<file path="config.mk">
export PLATFORM = sky130hd
export DESIGN_NAME = key_debounce_repeat
export DESIGN_NICKNAME = d
export VERILOG_FILES = /design/src/rtl/key_debounce_repeat.sv
export SDC_FILE = /design/constraint.sdc
export NUM_CORES = 1
export LEC_CHECK = 0
export ABC_CLOCK_PERIOD_IN_PS = 2400
export CORE_ASPECT_RATIO = 0.9
export CORE_UTILIZATION = 30
export DETAILED_ROUTE_END_ITERATION = 12
export PLACE_DENSITY = 0.47
export SETUP_SLACK_MARGIN = 0.15
export SKIP_CTS_REPAIR_TIMING = 1
export SLEW_MARGIN = 15
export SYNTH_ARGS = -nofsm -noshare
export SYNTH_HDL_FRONTEND = slang
export SYNTH_SLANG_ARGS = --single-unit
</file>
<file path="constraint.sdc">
create_clock -name Clk -period 2.4 [get_ports Clk]
set_input_delay 0.36 -clock Clk [delete_from_list [all_inputs] [get_ports Clk]]
set_output_delay 0.36 -clock Clk [all_outputs]
set_load 0.1 [all_outputs]
</file>
<file path="src/rtl/key_debounce_repeat.sv">
// ---------------------------------------------------------------------------
// key_debounce_repeat
//
// Input stage for electric_clock. Each of the KEY_W raw, active-low push
// buttons is synchronised, debounced and turned into clean single-cycle
// press/release pulses, a debounced level and (optionally) auto-repeat
// pulses while the key stays held. Keys are handled fully independently.
//
// Optional feature macro: KEY_AUTO_REPEAT_EN
//   defined     : DOWN -> RPT after MCNT_HOLD held cycles, then a Key_Rpt
//                 pulse every MCNT_RPT held cycles.
//   not defined : no RPT state, no hold/repeat counters, Key_Rpt tied to 0.
//
// Ports
//   Clk         in   system clock
//   Reset_n     in   synchronous active-low reset
//   Key         in   [KEY_W] raw buttons, asynchronous, 0 = pressed
//   Key_Press   out  [KEY_W] one-cycle pulse per accepted press
//   Key_Release out  [KEY_W] one-cycle pulse per accepted release
//   Key_State   out  [KEY_W] debounced level, 1 = pressed
//   Key_Rpt     out  [KEY_W] one-cycle auto-repeat pulses while held
// ---------------------------------------------------------------------------
module key_debounce_repeat #(
  parameter int KEY_W     = 4,
  parameter int MCNT_DB   = 1_000_000,
  parameter int MCNT_HOLD = 50_000_000,
  parameter int MCNT_RPT  = 10_000_000
) (
  input  logic             Clk,
  input  logic             Reset_n,
  input  logic [KEY_W-1:0] Key,
  output logic [KEY_W-1:0] Key_Press,
  output logic [KEY_W-1:0] Key_Release,
  output logic [KEY_W-1:0] Key_State,
  output logic [KEY_W-1:0] Key_Rpt
);

  // Elaboration-time guard on the legal parameter range.
  if (MCNT_DB < 2 || MCNT_HOLD < 2 || MCNT_RPT < 2) begin : g_bad_param
    $error("key_debounce_repeat: MCNT_DB/MCNT_HOLD/MCNT_RPT must be >= 2");
  end

  localparam int DB_W = $clog2(MCNT_DB + 1);
  localparam logic [DB_W-1:0] DB_MAX = DB_W'(MCNT_DB);
  localparam logic [DB_W-1:0] DB_ONE = DB_W'(1);

`ifdef KEY_AUTO_REPEAT_EN
  localparam int HOLD_W = $clog2(MCNT_HOLD + 1);
  localparam int RPT_W  = $clog2(MCNT_RPT + 1);
  localparam logic [HOLD_W-1:0] HOLD_MAX = HOLD_W'(MCNT_HOLD);
  localparam logic [HOLD_W-1:0] HOLD_ONE = HOLD_W'(1);
  // The pulse cycle itself is the MCNT_RPT-th held cycle of a repeat period,
  // so the pulse fires when the count of earlier cycles equals MCNT_RPT-1.
  localparam logic [RPT_W-1:0]  RPT_LAST = RPT_W'(MCNT_RPT - 1);
  localparam logic [RPT_W-1:0]  RPT_ONE  = RPT_W'(1);

  typedef enum logic [2:0] {
    ST_IDLE,
    ST_PRESS_DB,
    ST_DOWN,
    ST_RPT,
    ST_REL_DB
  } state_t;
`else
  typedef enum logic [2:0] {
    ST_IDLE,
    ST_PRESS_DB,
    ST_DOWN,
    ST_REL_DB
  } state_t;
`endif

  // Two-flop synchroniser; reset value 1 means "released".
  logic [KEY_W-1:0] r_sync1;
  logic [KEY_W-1:0] r_sync2;

  always_ff @(posedge Clk) begin
    if (!Reset_n) begin
      r_sync1 <= '1;
      r_sync2 <= '1;
    end else begin
      r_sync1 <= Key;
      r_sync2 <= r_sync1;
    end
  end

`ifndef KEY_AUTO_REPEAT_EN
  assign Key_Rpt = '0;
`endif

  for (genvar gi = 0; gi < KEY_W; gi++) begin : g_key
    logic w_ks;
    assign w_ks = r_sync2[gi];

    state_t          r_state;
    state_t          w_state_nxt;
    // One debounce counter serves both PRESS_DB and REL_DB; the two states
    // are exclusive and each (re)loads it on entry.
    logic [DB_W-1:0] r_db_cnt;
    logic [DB_W-1:0] w_db_cnt_nxt;

    logic w_press_evt;
    logic w_rel_evt;
    logic r_press_evt;
    logic r_rel_evt;
    logic r_press;
    logic r_release;
    logic r_level;

`ifdef KEY_AUTO_REPEAT_EN
    logic [HOLD_W-1:0] r_hold_cnt;
    logic [HOLD_W-1:0] w_hold_cnt_nxt;
    logic [RPT_W-1:0]  r_rpt_cnt;
    logic [RPT_W-1:0]  w_rpt_cnt_nxt;
    // Remembers whether REL_DB was entered from RPT so a release bounce
    // returns to the right held state.
    logic              r_from_rpt;
    logic              w_from_rpt_nxt;
    logic              w_rpt_evt;
    logic              r_rpt;
`endif

    always_comb begin
      w_state_nxt  = r_state;
      w_db_cnt_nxt = r_db_cnt;
      w_press_evt  = 1'b0;
      w_rel_evt    = 1'b0;
`ifdef KEY_AUTO_REPEAT_EN
      w_hold_cnt_nxt = r_hold_cnt;
      w_rpt_cnt_nxt  = r_rpt_cnt;
      w_from_rpt_nxt = r_from_rpt;
      w_rpt_evt      = 1'b0;
`endif
      unique case (r_state)
        ST_IDLE: begin
          if (!w_ks) begin
            w_state_nxt  = ST_PRESS_DB;
            w_db_cnt_nxt = DB_ONE;
          end
        end
        ST_PRESS_DB: begin
          if (w_ks) begin
            w_state_nxt  = ST_IDLE;
            w_db_cnt_nxt = '0;
          end else if (r_db_cnt == DB_MAX) begin
            w_state_nxt  = ST_DOWN;
            w_db_cnt_nxt = '0;
            w_press_evt  = 1'b1;
          end else begin
            w_db_cnt_nxt = r_db_cnt + DB_ONE;
          end
        end
        ST_DOWN: begin
          if (w_ks) begin
            w_state_nxt  = ST_REL_DB;
            w_db_cnt_nxt = DB_ONE;
`ifdef KEY_AUTO_REPEAT_EN
            w_from_rpt_nxt = 1'b0;
          end else if (r_hold_cnt == HOLD_MAX) begin
            w_state_nxt   = ST_RPT;
            w_rpt_cnt_nxt = '0;
            w_rpt_evt     = 1'b1;
          end else begin
            w_hold_cnt_nxt = r_hold_cnt + HOLD_ONE;
`endif
          end
        end
`ifdef KEY_AUTO_REPEAT_EN
        ST_RPT: begin
          if (w_ks) begin
            w_state_nxt    = ST_REL_DB;
            w_db_cnt_nxt   = DB_ONE;
            w_from_rpt_nxt = 1'b1;
          end else if (r_rpt_cnt == RPT_LAST) begin
            w_rpt_cnt_nxt = '0;
            w_rpt_evt     = 1'b1;
          end else begin
            w_rpt_cnt_nxt = r_rpt_cnt + RPT_ONE;
          end
        end
`endif
        ST_REL_DB: begin
          if (!w_ks) begin
            // Release bounce: resume the held state with its counter intact.
`ifdef KEY_AUTO_REPEAT_EN
            w_state_nxt  = r_from_rpt ? ST_RPT : ST_DOWN;
`else
            w_state_nxt  = ST_DOWN;
`endif
            w_db_cnt_nxt = '0;
          end else if (r_db_cnt == DB_MAX) begin
            w_state_nxt  = ST_IDLE;
            w_db_cnt_nxt = '0;
            w_rel_evt    = 1'b1;
`ifdef KEY_AUTO_REPEAT_EN
            w_hold_cnt_nxt = '0;
            w_rpt_cnt_nxt  = '0;
            w_from_rpt_nxt = 1'b0;
`endif
          end else begin
            w_db_cnt_nxt = r_db_cnt + DB_ONE;
          end
        end
        default: begin
          w_state_nxt  = ST_IDLE;
          w_db_cnt_nxt = '0;
        end
      endcase
    end

    always_ff @(posedge Clk) begin
      if (!Reset_n) begin
        r_state     <= ST_IDLE;
        r_db_cnt    <= '0;
        r_press_evt <= 1'b0;
        r_rel_evt   <= 1'b0;
        r_press     <= 1'b0;
        r_release   <= 1'b0;
        r_level     <= 1'b0;
`ifdef KEY_AUTO_REPEAT_EN
        r_hold_cnt  <= '0;
        r_rpt_cnt   <= '0;
        r_from_rpt  <= 1'b0;
        r_rpt       <= 1'b0;
`endif
      end else begin
        r_state     <= w_state_nxt;
        r_db_cnt    <= w_db_cnt_nxt;
        // Press/release leave the FSM one cycle after the state change and
        // are then registered once more at the output.
        r_press_evt <= w_press_evt;
        r_rel_evt   <= w_rel_evt;
        r_press     <= r_press_evt;
        r_release   <= r_rel_evt;
        if (r_press_evt) begin
          r_level <= 1'b1;
        end else if (r_rel_evt) begin
          r_level <= 1'b0;
        end
`ifdef KEY_AUTO_REPEAT_EN
        r_hold_cnt  <= w_hold_cnt_nxt;
        r_rpt_cnt   <= w_rpt_cnt_nxt;
        r_from_rpt  <= w_from_rpt_nxt;
        // Repeat pulses are registered on the deciding edge so none can
        // slip out once the key has been seen released.
        r_rpt       <= w_rpt_evt;
`endif
      end
    end

    assign Key_Press[gi]   = r_press;
    assign Key_Release[gi] = r_release;
    assign Key_State[gi]   = r_level;
`ifdef KEY_AUTO_REPEAT_EN
    assign Key_Rpt[gi]     = r_rpt;
`endif
  end

endmodule
</file>
==> impl.org <==
** Die
- In this run the core area contains between 40 and 50 standard-cell rows.
- Die width :: 145 um
- Once the floorplan was initialized, standard cells occupied 30.9% of the core.
- Number of top-level design ports :: 22
- Vertical die dimension :: 130 um
- The floorplan step defined a core boundary enclosing around 18000 um2.
- The floorplan step defined a die boundary enclosing between 15000 and 20000 um2.

** STA
- Across the routed clock network, the largest skew measured is roughly 0.013 ns.
- Number of hold violations in the final report :: 0
- Derived from the worst setup path, the maximum achievable clock frequency is 0.495 GHz.
- Total Negative Setup Slacks :: 0 ns
- RSZ-0062 raised after global routing :: false
- Headroom to the max-slew limit came out at 43.1%.
- Minimum period implied by the final worst setup slack :: 2.02 ns
- Hold is met by 0.403 ns.
- Slew Limit Fails :: 0
- At the pin with the least slew margin, the transition time is approximately 0.85 ns.
- Final setup viols :: 0
- Portion of the clock cycle consumed by the worst path in the final layout :: 84.1%

** Yosys
- The synthesized design contains 0 enable-type register cells.
- Primary FF master, synth :: dfxtp_1
- Most instantiated library cell after synthesis :: dfxtp_1
- The cell area that synthesis handed to floorplanning was about 5500 um2.
- Summed over its instances, the top area cell type makes up 42.2% of the synthesized netlist area.
- The synthesized design spends more area on one cell type than any other, namely dfxtp_1.
- Synthesized instance count :: approximately 610
- Summing the sequential cell areas from Yosys gives 42.2% of the chip area.
- Synthesis instantiated 50 different standard cells from the library.
- Synth area leaders :: dfxtp_1 (42%), a21oi_1 (4.1%), o31ai_1 (4.0%), xor2_1 (3.8%), or4_1 (3.7%)
- Total of warnings raised by yosys :: 0
- Mean instance size in the synthesized netlist :: between 8 and 9 um2
- Share of flip-flops with an asynchronous set or reset after synthesis :: 0%
- Commonest cells in the netlist :: dfxtp_1 (116), a21oi_1 (45), o21ai_0 (32)
- After synthesis the netlist holds a flip-flop and latch count of 116.

** Routing
- After detailed routing, the average wire length per cell comes to about 14 um.
- The detail route stage leaves a number of antenna-violating nets equal to 0.
- Post-DR vias/cell :: 5.23
- DR iter-0 viols :: 348
- Number of remaining DRC errors :: 0
- The final layout contains routed wiring with a total length of 12300 um.
- Total vias in the final route :: 4568
- First-pass iteration count of the detailed router :: 4

** Setup path
- Start of the worst register-to-register path :: g_key[3].r_db_cnt[5]$_SDFFE_PN0P_
- Kind of start point of the critical path :: flop
- The worst setup path is of the reg -> reg kind.
- Arrival time of the worst setup path :: 2.35 ns
- In this run the critical register-to-register path is captured at g_key[3].r_db_cnt[17]$_SDFFE_PN0P_.
- At the worst endpoint, the required time is 2.73 ns.
- Worst Reg-to-Reg Cells :: 4
- In this run the worst path has a maximum fanout of 8.
- FF-to-FF setup slack :: 0.38 ns
- The worst setup path is captured at a flop.

** GRT
- The first global-routing pass estimated about 21000 um of wire.
- GRT Resource Usage Total :: 14.3%
- Entering global routing, the biggest net connects 34 pins.
- Antenna violations before repair :: 1
- The via count of the first global-routing pass is 4216.
- After global routing the overflow that remains totals 0.

** Hold path
- Kind of path behind the tightest hold check :: reg -> reg
- Worst hold stages :: 1
- The path with the worst hold slack has its endpoint at r_sync2[2]$_SDFF_PN1_.
- The startpoint identified for the worst hold timing path is r_sync1[2]$_SDFF_PN1_.

** CTS
- The H-tree was split into 4 levels.
- Clk_lat worst skew :: 0.42 ns
- TritonCTS built the clock tree.
- The root buffer cell chosen for the clock tree is clkbuf_16.
- The number of clock buffers added by TritonCTS is 17.
- Max Buffers Root-to-Sink :: 2
- Number of sinks handled by clock tree synthesis :: 116
- Reg clk slew, reported paths :: 0.05 ns

** Cells and area
- The finished cells cover 6490 um2.
- Of the cells placed in the final design, the portion with a size suffix greater than 1 is 11.2%.
- In the final design database the tool counted 635 nets.
- Final core utilization :: 36.5%
- Relative to the synthesized area, the layout overhead comes to 18.0%.
- Number of antenna diodes :: 0

** Place
- Once placement finished, the instance area stood at 5820 um2.
- Input and output buffers added on the ports amount to 17.
- Placed wire-length estimate :: 8200 um
- The congestion estimate from routability-driven global placement came to 0.727.

** Flow run
- Max-cap violation count :: 0

** Power
- Power comes to 4.98 mW.
- P_leak :: 2.15 nW
- The worst-case IR drop observed on VDD is about 0.46 mV.
- In this run the power density over the cells is 767 nW/um2.

** Run status
- The run finished with clean final reports.
## per-layer routing
layer  vias up  wire, um  track usage, %
li1       2323         -               -
met1      2173      6410            20.0
met2        63      5330            20.8
met3         7       482            4.52
met4         2        60            4.09
met5         -        13               0
## state kept, by name (all words and copies together), names as in the netlist, named ones only
| register | count |
|---|---|
| g_key.r_state | 4 |
| g_key.r_level | 4 |
| g_key.r_db_cnt | 80 |
| g_key.r_press_evt | 4 |
| g_key.r_release | 4 |
| g_key.r_press | 4 |
| r_sync1 | 4 |
| g_key.r_rel_evt | 4 |
| r_sync2 | 4 |
## worst max-delay path by stage
| stage | cells past startpoint | end | slack [ns] | startpoint |
|---|---|---|---|---|
| after floorplan | 7 | g_key[3].r_db_cnt[17]$_SDFFE_PN0P_ | 0.58 | g_key[3].r_db_cnt[0]$_SDFFE_PN0P_ |
| after global placement | 4 | g_key[3].r_db_cnt[19]$_SDFFE_PN0P_ | 0.46 | g_key[3].r_db_cnt[5]$_SDFFE_PN0P_ |
| after detailed placement | 4 | g_key[2].r_db_cnt[17]$_SDFFE_PN0P_ | 0.43 | g_key[2].r_db_cnt[8]$_SDFFE_PN0P_ |
| after CTS | 4 | g_key[2].r_db_cnt[17]$_SDFFE_PN0P_ | 0.40 | g_key[2].r_db_cnt[8]$_SDFFE_PN0P_ |
| after global routing | 4 | g_key[0].r_db_cnt[17]$_SDFFE_PN0P_ | 0.24 | g_key[0].r_db_cnt[4]$_SDFFE_PN0P_ |
| final | 4 | g_key[3].r_db_cnt[17]$_SDFFE_PN0P_ | 0.38 | g_key[3].r_db_cnt[5]$_SDFFE_PN0P_ |
## report_power, final
group | leakage, nW | switching, mW | internal, mW
combinational | 0.900 | 0.103 | 0.0422
clock | 0.316 | 0.912 | 1.97
sequential | 0.937 | 0.0123 | 1.94
## critical path: stages, from the launching register on
cell     delay (ns)
dfxtp_1        0.43
nand4_1        0.15
or4_1          0.68
or4_1          0.51
a22oi_1        0.17
## kinds of logic after synthesis
group / synth area share (%)
xor+xnor: 5.07
buf+inv: 6.44
fa+ha+maj: 1.82
other cells: 0.0682
compound gates: 20.2
mux: 0.182
simple gates: 24.0
flops: 42.2
## per-stage QoR
step	instances	setup slack, ns
CTS	874	0.402
global route	874	0.236
detailed placement	842	0.432
finish	874	0.381
global placement	842	0.458
floorplan	617	0.580
## cell type report
class | count | area [um2]
Tap cell | 240 | 300
Clock buffer | 19 | 443
Clock inverter | 13 | 229
Multi-Input combinational cell | 429 | 2840
Inverter | 24 | 90.1
Timing Repair Buffer | 33 | 273
Fill cell | 1808 | 11300
Sequential cell | 116 | 2320
## placed cells by master (no fill, tap or decap), types with 24 or more instances in the layout
| master | Yosys | final |
|---|---|---|
| a21oi_1 | 45 | 45 |
| buf_4 | 18 | 27 |
| dfxtp_1 | 116 | 116 |
| inv_1 | 24 | 24 |
| nand2_1 | 28 | 28 |
| nor2_1 | 28 | 28 |
| o21ai_0 | 32 | 32 |
| o31ai_1 | 29 | 29 |
| or4_1 | 27 | 27 |
| xor2_1 | 24 | 24 |
No activity file was read; power rests on OpenSTA's default activity.
